<file path="src/rtl/pipe_issue_pkg.sv">
// Shared widths and the operand tuple type for the pipeline feeder.
// Imported by op_fifo and pipe_issue.
package pipe_issue_pkg;

  localparam int OP_W            = 9;
  localparam int RES_W           = 10;
  localparam int DEFAULT_LATENCY = 4;

  typedef struct packed {
    logic [OP_W-1:0] a;
    logic [OP_W-1:0] b;
    logic [OP_W-1:0] c;
    logic [OP_W-1:0] d;
    logic [OP_W-1:0] e;
  } op_tuple_t;

endpackage

</file>
<file path="src/rtl/op_fifo.sv">
// Synchronous FIFO of operand tuples with sync reset and flush.
// DEPTH must be a power of two so the pointers wrap naturally.
module op_fifo
  import pipe_issue_pkg::*;
#(
  parameter int DEPTH = 4
) (
  input  logic                     clk,
  input  logic                     rst,
  input  logic                     flush,
  input  logic                     push,
  input  logic                     pop,
  input  op_tuple_t                wr_data,
  output op_tuple_t                rd_data,
  output logic [$clog2(DEPTH):0]   count,
  output logic                     full,
  output logic                     empty
);

  localparam int AW = $clog2(DEPTH);

  op_tuple_t       mem [DEPTH];
  logic [AW-1:0]   wr_ptr;
  logic [AW-1:0]   rd_ptr;
  logic            do_push;
  logic            do_pop;

  assign full    = (count == (AW+1)'(DEPTH));
  assign empty   = (count == '0);
  assign do_push = push && !full;
  assign do_pop  = pop && !empty;
  assign rd_data = mem[rd_ptr];

  // Storage is left unreset; only pointers and occupancy define validity.
  always_ff @(posedge clk) begin
    if (do_push) begin
      mem[wr_ptr] <= wr_data;
    end
  end

  always_ff @(posedge clk) begin
    if (rst || flush) begin
      wr_ptr <= '0;
      rd_ptr <= '0;
      count  <= '0;
    end else begin
      if (do_push) begin
        wr_ptr <= wr_ptr + 1'b1;
      end
      if (do_pop) begin
        rd_ptr <= rd_ptr + 1'b1;
      end
      if (do_push && !do_pop) begin
        count <= count + 1'b1;
      end else if (!do_push && do_pop) begin
        count <= count - 1'b1;
      end
    end
  end

endmodule

</file>
<file path="src/rtl/pipe_issue.sv">
// Feeder for the 4-stage arithmetic pipeline: buffers tuples, issues one per cycle,
// tracks in-flight work and qualifies H. Optional counters: PIPE_ISSUE_STATS_EN.
module pipe_issue
  import pipe_issue_pkg::*;
#(
  parameter int DEPTH   = 4,
  parameter int LATENCY = DEFAULT_LATENCY
) (
  input  logic                     clk,
  input  logic                     rst,
  input  logic                     flush,
  input  logic                     in_valid,
  output logic                     in_ready,
  input  logic [OP_W-1:0]          in_a,
  input  logic [OP_W-1:0]          in_b,
  input  logic [OP_W-1:0]          in_c,
  input  logic [OP_W-1:0]          in_d,
  input  logic [OP_W-1:0]          in_e,
  output logic [OP_W-1:0]          op_a,
  output logic [OP_W-1:0]          op_b,
  output logic [OP_W-1:0]          op_c,
  output logic [OP_W-1:0]          op_d,
  output logic [OP_W-1:0]          op_e,
  input  logic [RES_W-1:0]         pipe_h,
  output logic                     res_valid,
  output logic [RES_W-1:0]         res_h,
  output logic [$clog2(DEPTH):0]   fifo_count
`ifdef PIPE_ISSUE_STATS_EN
  ,
  output logic [15:0]              issued_cnt,
  output logic [15:0]              flushed_cnt
`endif
);

  op_tuple_t       in_tuple;
  op_tuple_t       head;
  logic            fifo_full;
  logic            fifo_empty;
  logic            issue;
  logic [LATENCY:0] vld;

  assign in_tuple = '{a: in_a, b: in_b, c: in_c, d: in_d, e: in_e};
  assign in_ready = !rst && !fifo_full;
  assign issue    = !fifo_empty && !flush;

  op_fifo #(
    .DEPTH(DEPTH)
  ) u_fifo (
    .clk     (clk),
    .rst     (rst),
    .flush   (flush),
    .push    (in_valid && in_ready),
    .pop     (issue),
    .wr_data (in_tuple),
    .rd_data (head),
    .count   (fifo_count),
    .full    (fifo_full),
    .empty   (fifo_empty)
  );

  // The pipeline has no valid of its own, so vld[k] shadows each issued tuple
  // until H for it is stable; flush keeps op_* and res_h but forgets the work.
  always_ff @(posedge clk) begin
    if (rst) begin
      op_a      <= '0;
      op_b      <= '0;
      op_c      <= '0;
      op_d      <= '0;
      op_e      <= '0;
      vld       <= '0;
      res_valid <= 1'b0;
      res_h     <= '0;
    end else if (flush) begin
      vld       <= '0;
      res_valid <= 1'b0;
    end else begin
      if (issue) begin
        op_a <= head.a;
        op_b <= head.b;
        op_c <= head.c;
        op_d <= head.d;
        op_e <= head.e;
      end
      vld       <= {vld[LATENCY-1:0], issue};
      res_valid <= vld[LATENCY];
      if (vld[LATENCY]) begin
        res_h <= pipe_h;
      end
    end
  end

`ifdef PIPE_ISSUE_STATS_EN
  logic [15:0] flush_drop;

  // Work discarded by a flush is whatever is queued plus whatever is in flight.
  always_comb begin
    flush_drop = 16'(fifo_count);
    for (int k = 0; k <= LATENCY; k++) begin
      flush_drop = flush_drop + 16'(vld[k]);
    end
  end

  always_ff @(posedge clk) begin
    if (rst) begin
      issued_cnt  <= '0;
      flushed_cnt <= '0;
    end else begin
      if (issue) begin
        issued_cnt <= issued_cnt + 16'd1;
      end
      if (flush) begin
        flushed_cnt <= flushed_cnt + flush_drop;
      end
    end
  end
`endif

endmodule
</file>
<file path="config.mk">
export PLATFORM = sky130hd
export DESIGN_NAME = pipe_issue
export DESIGN_NICKNAME = d
export VERILOG_FILES = /design/src/rtl/pipe_issue_pkg.sv /design/src/rtl/op_fifo.sv /design/src/rtl/pipe_issue.sv
export SDC_FILE = /design/constraint.sdc
export NUM_CORES = 1
export LEC_CHECK = 0
export ABC_AREA = 1
export CORE_ASPECT_RATIO = 0.6
export CORE_MARGIN = 3
export CORE_UTILIZATION = 41
export DETAILED_ROUTE_END_ITERATION = 8
export GPL_ROUTABILITY_DRIVEN = 1
export HOLD_SLACK_MARGIN = 0.12
export PLACE_DENSITY_LB_ADDON = 0.3
export SKIP_CTS_REPAIR_TIMING = 1
export SYNTH_ARGS = -nofsm -noshare
export SYNTH_HDL_FRONTEND = slang
export SYNTH_SLANG_ARGS = --single-unit
</file>
<file path="constraint.sdc">
create_clock -name clk -period 3.2 [get_ports clk]
set_input_delay 0.64 -clock clk [delete_from_list [all_inputs] [get_ports clk]]
set_output_delay 0.64 -clock clk [all_outputs]
set_load 0.005 [all_outputs]
</file>
== Word-level counts from Yosys, hierarchy flattened ==
Memory sizes are Yosys's and may differ from the RTL's. A register that Yosys moved wholly into a read port is not among the register bits.
Cells that the tools add are included.

* Register bits after elaboration: 23
* Bits in latches: 0
* RAM bits: 180
* Bits in read-only memories: 0
* Input bits: 59
* Output and inout bits: 60
* Memories kept: 1

* Add/subtract/negate cells: 4
* $mul: 0
* Div/mod/pow operators: 0
* $lt $le $gt $ge: 0
* Eq/ne operators: 1
* Shift-type cells: 0
* Multiplexer cells: 4
* Bitwise logic cells: 1
* Reduce and logical (&&, ||, !) cells: 19

{| class="wikitable"
|+ Memory list
! memory !! words !! width !! rd ports !! clocked after Yosys merged registers in !! wr ports !! RTL line !! source
|-
| u_fifo.mem || 4 || 45 || 1 || 1 || 1 || op_fifo.sv:22 || <nowiki>op_tuple_t mem [DEPTH];</nowiki>
|}

{| class="wikitable"
|+ Operator list
! kind !! number
|-
| 1-bit logical AND || 7
|-
| 1-bit zero test || 6
|-
| 3-bit 2-to-1 mux || 2
|-
| 2-bit by 1-bit adder with 2-bit output (second input constant) || 2
|-
| 2-bit AND reduction || 2
|-
| 3-bit by 1-bit adder with 3-bit output (second input constant) || 1
|-
| 3-bit equality test (second input constant) || 1
|-
| 3-bit zero test || 1
|-
| 3-bit by 1-bit subtractor with 3-bit output (second input constant) || 1
|-
| 1-bit 2-to-1 mux || 2
|-
| 2-bit nonzero test || 1
|-
| 2-bit OR reduction || 1
|-
| 1-bit logical OR || 1
|-
| 1-bit NOT || 1
|}

== Logic depth before layout (Yosys ltp) ==
Gate-level depths: netlist of the first run.

* Depth after elaboration: 9
* Depth in mapped cells: 14
* Mapped depth without buffers: 13

== By module ==
From an unflattened synthesis of the first run, not the netlist that was laid out.

* Cell total of the unflattened synthesis: 876
* Area, all modules: 9729.3 um^2

{| class="wikitable"
|+ Modules (own cells, without submodules)
! module !! instances !! cells each !! area an instance (um^2)
|-
| op_fifo || 1 || 505 || 7299.5
|-
| pipe_issue || 1 || 371 || 2429.8
|}

== Worst setup path before layout of the first run ==
Ideal clock, no wire load.

* Path type: input -> register
* From: in rst
* To: mem u_fifo.mem[0][0] (netlist name) (enable)
* Library setup time: 0.448 ns
* Data arrival time: 2.836 ns
* Data required time: 2.752 ns
* Path slack: -0.084 ns
* Stages: 3
* Path through: inv_1 -> nand3_1 -> nor2_1

* Cells in the longest elaborated chain, start to end: 6

{| class="wikitable"
|+ Ends and longest elaborated chain
! element !! RTL line !! source
|-
| start, declared || pipe_issue.sv:10 || <nowiki>input logic rst,</nowiki>
|-
| 1-bit zero test || pipe_issue.sv:43 || <nowiki>assign in_ready = !rst && !fifo_full;</nowiki>
|-
| 1-bit logical AND || pipe_issue.sv:43 ||
|-
| 1-bit logical AND || pipe_issue.sv:52 || <nowiki>.push (in_valid && in_ready),</nowiki>
|-
| 1-bit logical AND || op_fifo.sv:30 || <nowiki>assign do_push = push && !full;</nowiki>
|-
| 1-bit 2-to-1 mux || op_fifo.sv:36 || <nowiki>if (do_push) begin</nowiki>
|-
| 1-bit 2-to-1 mux (not written as such) || op_fifo.sv:37 || <nowiki>mem[wr_ptr] <= wr_data;</nowiki>
|-
| end, declared || op_fifo.sv:22 ||
|}

No other way between the ends.

== Worst setup path in the final report of the first run ==
* From: in rst
* To: out in_ready

* Cells in the longest elaborated chain, start to end: 2

{| class="wikitable"
|+ Ends and longest elaborated chain
! element !! RTL line !! source
|-
| 1-bit zero test || pipe_issue.sv:43 ||
|-
| 1-bit logical AND || pipe_issue.sv:43 ||
|-
| end, declared || pipe_issue.sv:13 || <nowiki>output logic in_ready,</nowiki>
|}

No other way between the ends.

==> impl_metrics.yaml, run 1 <==
outcome:
  status: "finished, final reports clean"
drt:
  num_vias: 6924
  drtAntennaViolNets: 0
  wire_per_inst_um: 13.8
  drtPass1Iterations: 5
  wl_mm: 21.7
  vias_per_cell: 4.41
  drc: 0
  drtIter0Drc: 491
clocking:
  root_buffer: "clkbuf_16"
  htree_levels: 1
  clkTransAtPathRegs_ps: 60
  clkLatencyLatePin_ps: 520
  clkSinkCount: 248
  numCtsBuffers: 24
  cts_tree: "yes"
  cts_buffer_depth: 3
global_routing:
  antenna_found_initial: 1
  grt.busiest_layer: "met2"
  grt_pass1_wl_mm: 34.8
  use_met3: 0.0392
  grtUsageTotal: 0.162
  use_met2: 0.260
  grt_pass1_vias: 6398
  grt_max_degree: 94
  overflow: 0
  globalRouteMet1Util: 0.230
final_layout:
  stdcell_area_um2: 12700
  num-fill-cells: 2177
  instances_no_fill: 1570
  postLayoutCoreUtil: 0.518
  drive_gt1_frac: 0.0529
  areaGrowthSynthToFinish_pct: 22.9
  num_antenna_cells: 0
  final_nets: 1295
timing:
  finalCritPeriodShare: 0.777
  finalHoldViolations: 0
  clock-skew-final_ps: 12.4
  max_freq_mhz: 402
  hold_slack_ps: 406
  tightest_slew_ps: 1070
  slew_headroom: 0.282
  setup_viol: 0
  finalSetupTns_ps: 0
  layout_setup_ws_ps: 714
  slew_violations: 0
  fin_crit_ps: 2490
  rsz0062_at_grt: "no"
die:
  die_x_um: 211
  die_h_um: 129
  start_util: 0.422
  ioPinCount: 119
  design.core.area_um2: 24500
  num_rows: 44
  die_area_um2: 27200
setup_path:
  path_max_fanout: 4
  crit_path_end_kind: "output port"
  crit_required_ps: 2560
  critPathKind: "in2out"
  startpoint_type: "input port"
  crit_arrival_ps: 1850
power:
  total_power_mw: 7.27
  p_comb_frac: 0.090
  power_frac_clock: 0.413
  peakVddDrop_mv: 0.322
  p_int_mw: 5.68
  total_leakage_power_nw: 5.62
  switching_share: 0.219
  p_sw_mw: 1.60
  pwr-share-seq: 0.497
  powerDensity_nw_per_um2: 573
place:
  hpwlAfterDp_mm: 12.6
  place_congestion: 0.705
  dp.cells: 1526
  place_ws_ps: 603
  dpl-instance-area_um2: 11800
  port-buffer-count: 118
synthesis:
  netlist_area_um2: 10300
  synth.largest_area_cell: "edfxtp_1"
  ys_warn_count: 0
  ys_ff_latch: 248
  syn_nets: 1183
  synth_area_leaders: "edfxtp_1 52%, dfxtp_1 13%, nand2_1 12%"
  synth_edf_count: 180
  ys_types: 20
  ys.flop_type: "edfxtp_1"
  synth.most_common_cell: "nand2_1"
  synth_commonest_cells: "331 x nand2_1, 241 x inv_1, 180 x edfxtp_1"
  avgSynthCellArea_um2: 9.24
  yosysTopAreaCellShare: 0.523
  ys_seq_area_frac: 0.655
  synthCells: 1118
  async_flop_share: 0
min_path:
  hold_path.class: "reg2reg"
job:
  max_cap_violations: 0
[metal layers]
metal / routed length, um / vias to the layer above
met4: 213 / 2
li1: - / 3613
met2: 9570 / 146
met5: 10 / -
met3: 1150 / 23
met1: 10800 / 3140
[logic make-up (layout without fill, tap and decap cells)]
family | count (synthesis) | in the layout | share of synthesized area
AOI/OAI and AO/OA | 14 | 14 | 0.00678
xor gates and xnor gates | 1 | 1 | 0.000848
adders and majority gates | 6 | 6 | 0.00799
buffers and inverters | 292 | 422 | 0.115
DFF | 248 | 248 | 0.655
and+or+nand+nor | 557 | 557 | 0.215
[power groups by stage]
stage	clock network (mW)	registers (mW)	logic [mW]
2_1_floorplan	0	3.67	0.364
3_3_place_gp	0	3.68	0.656
3_5_place_dp	0	3.68	0.664
4_1_cts	3.09	3.61	0.668
5_1_grt	3.21	3.62	0.744
6_report	3.01	3.61	0.655
[critical path, stage by stage]
cell             delay (ps)
clkdlybuf4s50_1         490
a21oi_1                 180
clkdlybuf4s50_1         540
[final timing paths]
kind         slack, ps        to  depth (start not counted)             start
max                710  in_ready                          3               rst
min                410    vld[1]                          2            vld[0]
max reg2reg       1140   op_d[6]                          7  u_fifo.rd_ptr[0]
min reg2reg        410    vld[1]                          2            vld[0]
[flip-flops by register name, summed over array words and instances (netlist names)]
name           cells
res_h             10
op_a               9
op_c               9
op_d               9
res_valid          1
op_e               9
u_fifo.wr_ptr      2
vld                5
u_fifo.rd_ptr      2
op_b               9
u_fifo.count       3
u_fifo.mem       180
[final cells by class]
| class | count | area, um2 | share of cell area |
|---|---|---|---|
| Sequential cell | 248 | 6770 | 0.534 |
| Multi-Input combinational cell | 578 | 2410 | 0.190 |
| Timing Repair Buffer | 132 | 1340 | 0.105 |
| Inverter | 246 | 925 | 0.0729 |
| Clock buffer | 33 | 686 | 0.0540 |
| Tap cell | 322 | 403 | 0.0317 |
| Clock inverter | 11 | 156 | 0.0123 |
[cell usage in the layout, fill, tap and decap left out, drive strengths merged, types with 4 or more instances in the layout]
cell type      synthesis  final
o21ai                 11     11
nand2                333    333
clkdlybuf4s50          0    118
buf                   39     14
inv                  244    243
edfxtp               180    180
ha                     5      5
nor2                 130    130
bufinv                 0      4
nand3                 93     93
clkbuf                 7     33
clkinv                 2      9
dfxtp                 68     68
Power figures use the tool's default switching activity.
==> inputs of run 2 (changes only) <==
==> constraint.sdc (replaced) <==
create_clock -name clk -period 2.4 [get_ports clk]
set_input_delay 0.48 -clock clk [delete_from_list [all_inputs] [get_ports clk]]
set_output_delay 0.48 -clock clk [all_outputs]
set_load 0.005 [all_outputs]
==> run 2 against run 1 <==
  * Combinational power up 38%
  * Sequential cell count is the same
  * Via count shrank 0.17%
  * Register-to-register slack got worse by 590 ps
  * Clock skew increased by 3.6 ps
  * Clock-buffer cell count increased by 3
  * Highest routed layer is now met4
==> impl_metrics.yaml, run 2 (same netlist as run 1, synthesis figures left out) <==
global_routing:
  grtUsageTotal: 0.160
  grt.busiest_layer: "met2"
  grt_pass1_wl_mm: 34.2
  overflow: 0
  grt_max_degree: 94
  globalRouteMet1Util: 0.221
  use_met3: 0.0329
  antenna_found_initial: 0
  use_met2: 0.263
  grt_pass1_vias: 6523
clocking:
  cts_tree: "yes"
  clkSinkCount: 248
  numCtsBuffers: 25
  cts_buffer_depth: 3
  clkLatencyLatePin_ps: 530
  htree_levels: 1
  clkTransAtPathRegs_ps: 60
  root_buffer: "clkbuf_16"
drt:
  drtPass1Iterations: 5
  num_vias: 6912
  wl_mm: 21.3
  drc: 0
  wire_per_inst_um: 13.5
  vias_per_cell: 4.39
  drtAntennaViolNets: 0
  drtIter0Drc: 499
place:
  dp.cells: 1528
  hpwlAfterDp_mm: 12.4
  port-buffer-count: 118
  place_congestion: 0.703
  place_ws_ps: 97.1
setup_path:
  critPathKind: "reg2out"
  critPathMaxStageDelay_ps: 510
  critPathTopFamily: "buffers and inverters"
  crit_path_end_kind: "output port"
  crit_required_ps: 1920
  startpoint_type: "flip-flop"
  path_cells: "nor2_2 > a21oi_1 > clkdlybuf4s50_1"
  critPathBufInv: 1
  crit_arrival_ps: 1680
  crit_slowest_cell: "clkdlybuf4s50_1"
  path_max_fanout: 4
final_layout:
  drive_gt1_frac: 0.0487
  areaGrowthSynthToFinish_pct: 22.6
  final_cell_mix: "331 x nand2_1, 239 x inv_1, 180 x edfxtp_1"
  final_nets: 1298
  largest_reg_flops: 180
  instances_no_fill: 1574
  final_common_cell: "nand2_1"
  largestRegisters: "u_fifo.mem: 180 flops, res_h: 10 flops"
  top_register: "u_fifo.mem"
  num_antenna_cells: 0
timing:
  clock-skew-final_ps: 16.0
  finalSetupTns_ps: 0
  fin_crit_ps: 2160
  slew_headroom: 0.562
  slew_violations: 0
  tightest_slew_ps: 658
  hold_slack_ps: 412
  finalCritPeriodShare: 0.901
  layout_setup_ws_ps: 238
  rsz0062_at_grt: "no"
  max_freq_mhz: 463
  setup_viol: 0
  finalHoldViolations: 0
power:
  total_power_mw: 9.20
  powerDensity_nw_per_um2: 727
  peakVddDrop_mv: 0.531
  total_leakage_power_nw: 5.58
die:
  die_h_um: 129
  die_x_um: 211
  ioPinCount: 119
  die_area_um2: 27200
  start_util: 0.422
  design.core.area_um2: 24500
  num_rows: 44
job:
  max_cap_violations: 0
min_path:
  hold_path.class: "reg2reg"
outcome:
  status: "finished, final reports clean"
[run 2: cell types whose count changed in the layout (fill, tap and decap cells not counted), sizes merged]
cell / delta
buf: +2
bufinv: -4
clkbuf: +3
clkinv: +1
inv: +2
[run 2: per-stage QoR]
stage          instance area [um2]   util
2_1_floorplan                10300      -
3_3_place_gp                 11900  0.487
3_5_place_dp                 11900  0.487
4_1_cts                      12700  0.517
5_1_grt                      12700  0.517
6_report                     12700  0.517
[run 2: metal layers]
metal,part of all wire,routed length (um)
met5,0,0
met2,0.46,9730
met1,0.47,10100
met4,0.018,382
met3,0.052,1110
[run 2: worst min-delay path: cells and delay by family (launching register included)]
family / cells / cell delay, ps
buf+inv: 1 / 40
flops: 1 / 290
simple gates: 1 / 40
[run 2: where the power goes]
group,internal [mW],switching [mW]
logic,0.416,0.487
clock network,1.94,1.56
registers,4.74,0.0623
[run 2: final timing paths]
path,cells past startpoint,end,start,slack [ps]
worst min register to register,2,vld[4],vld[3],410
worst max-delay path,3,in_ready,u_fifo.count[0],240
worst max register to register,13,u_fifo.count[2],u_fifo.count[0],550
worst min-delay path,2,vld[4],vld[3],410
[run 2: area by class of cell]
class / instances / area [um2]
Clock inverter: 10 / 55.1
Clock buffer: 36 / 667
Inverter: 246 / 925
Timing Repair Buffer: 134 / 1430
Tap cell: 322 / 403
Multi-Input combinational cell: 578 / 2410
Fill cell: 2248 / 11800
Sequential cell: 248 / 6770
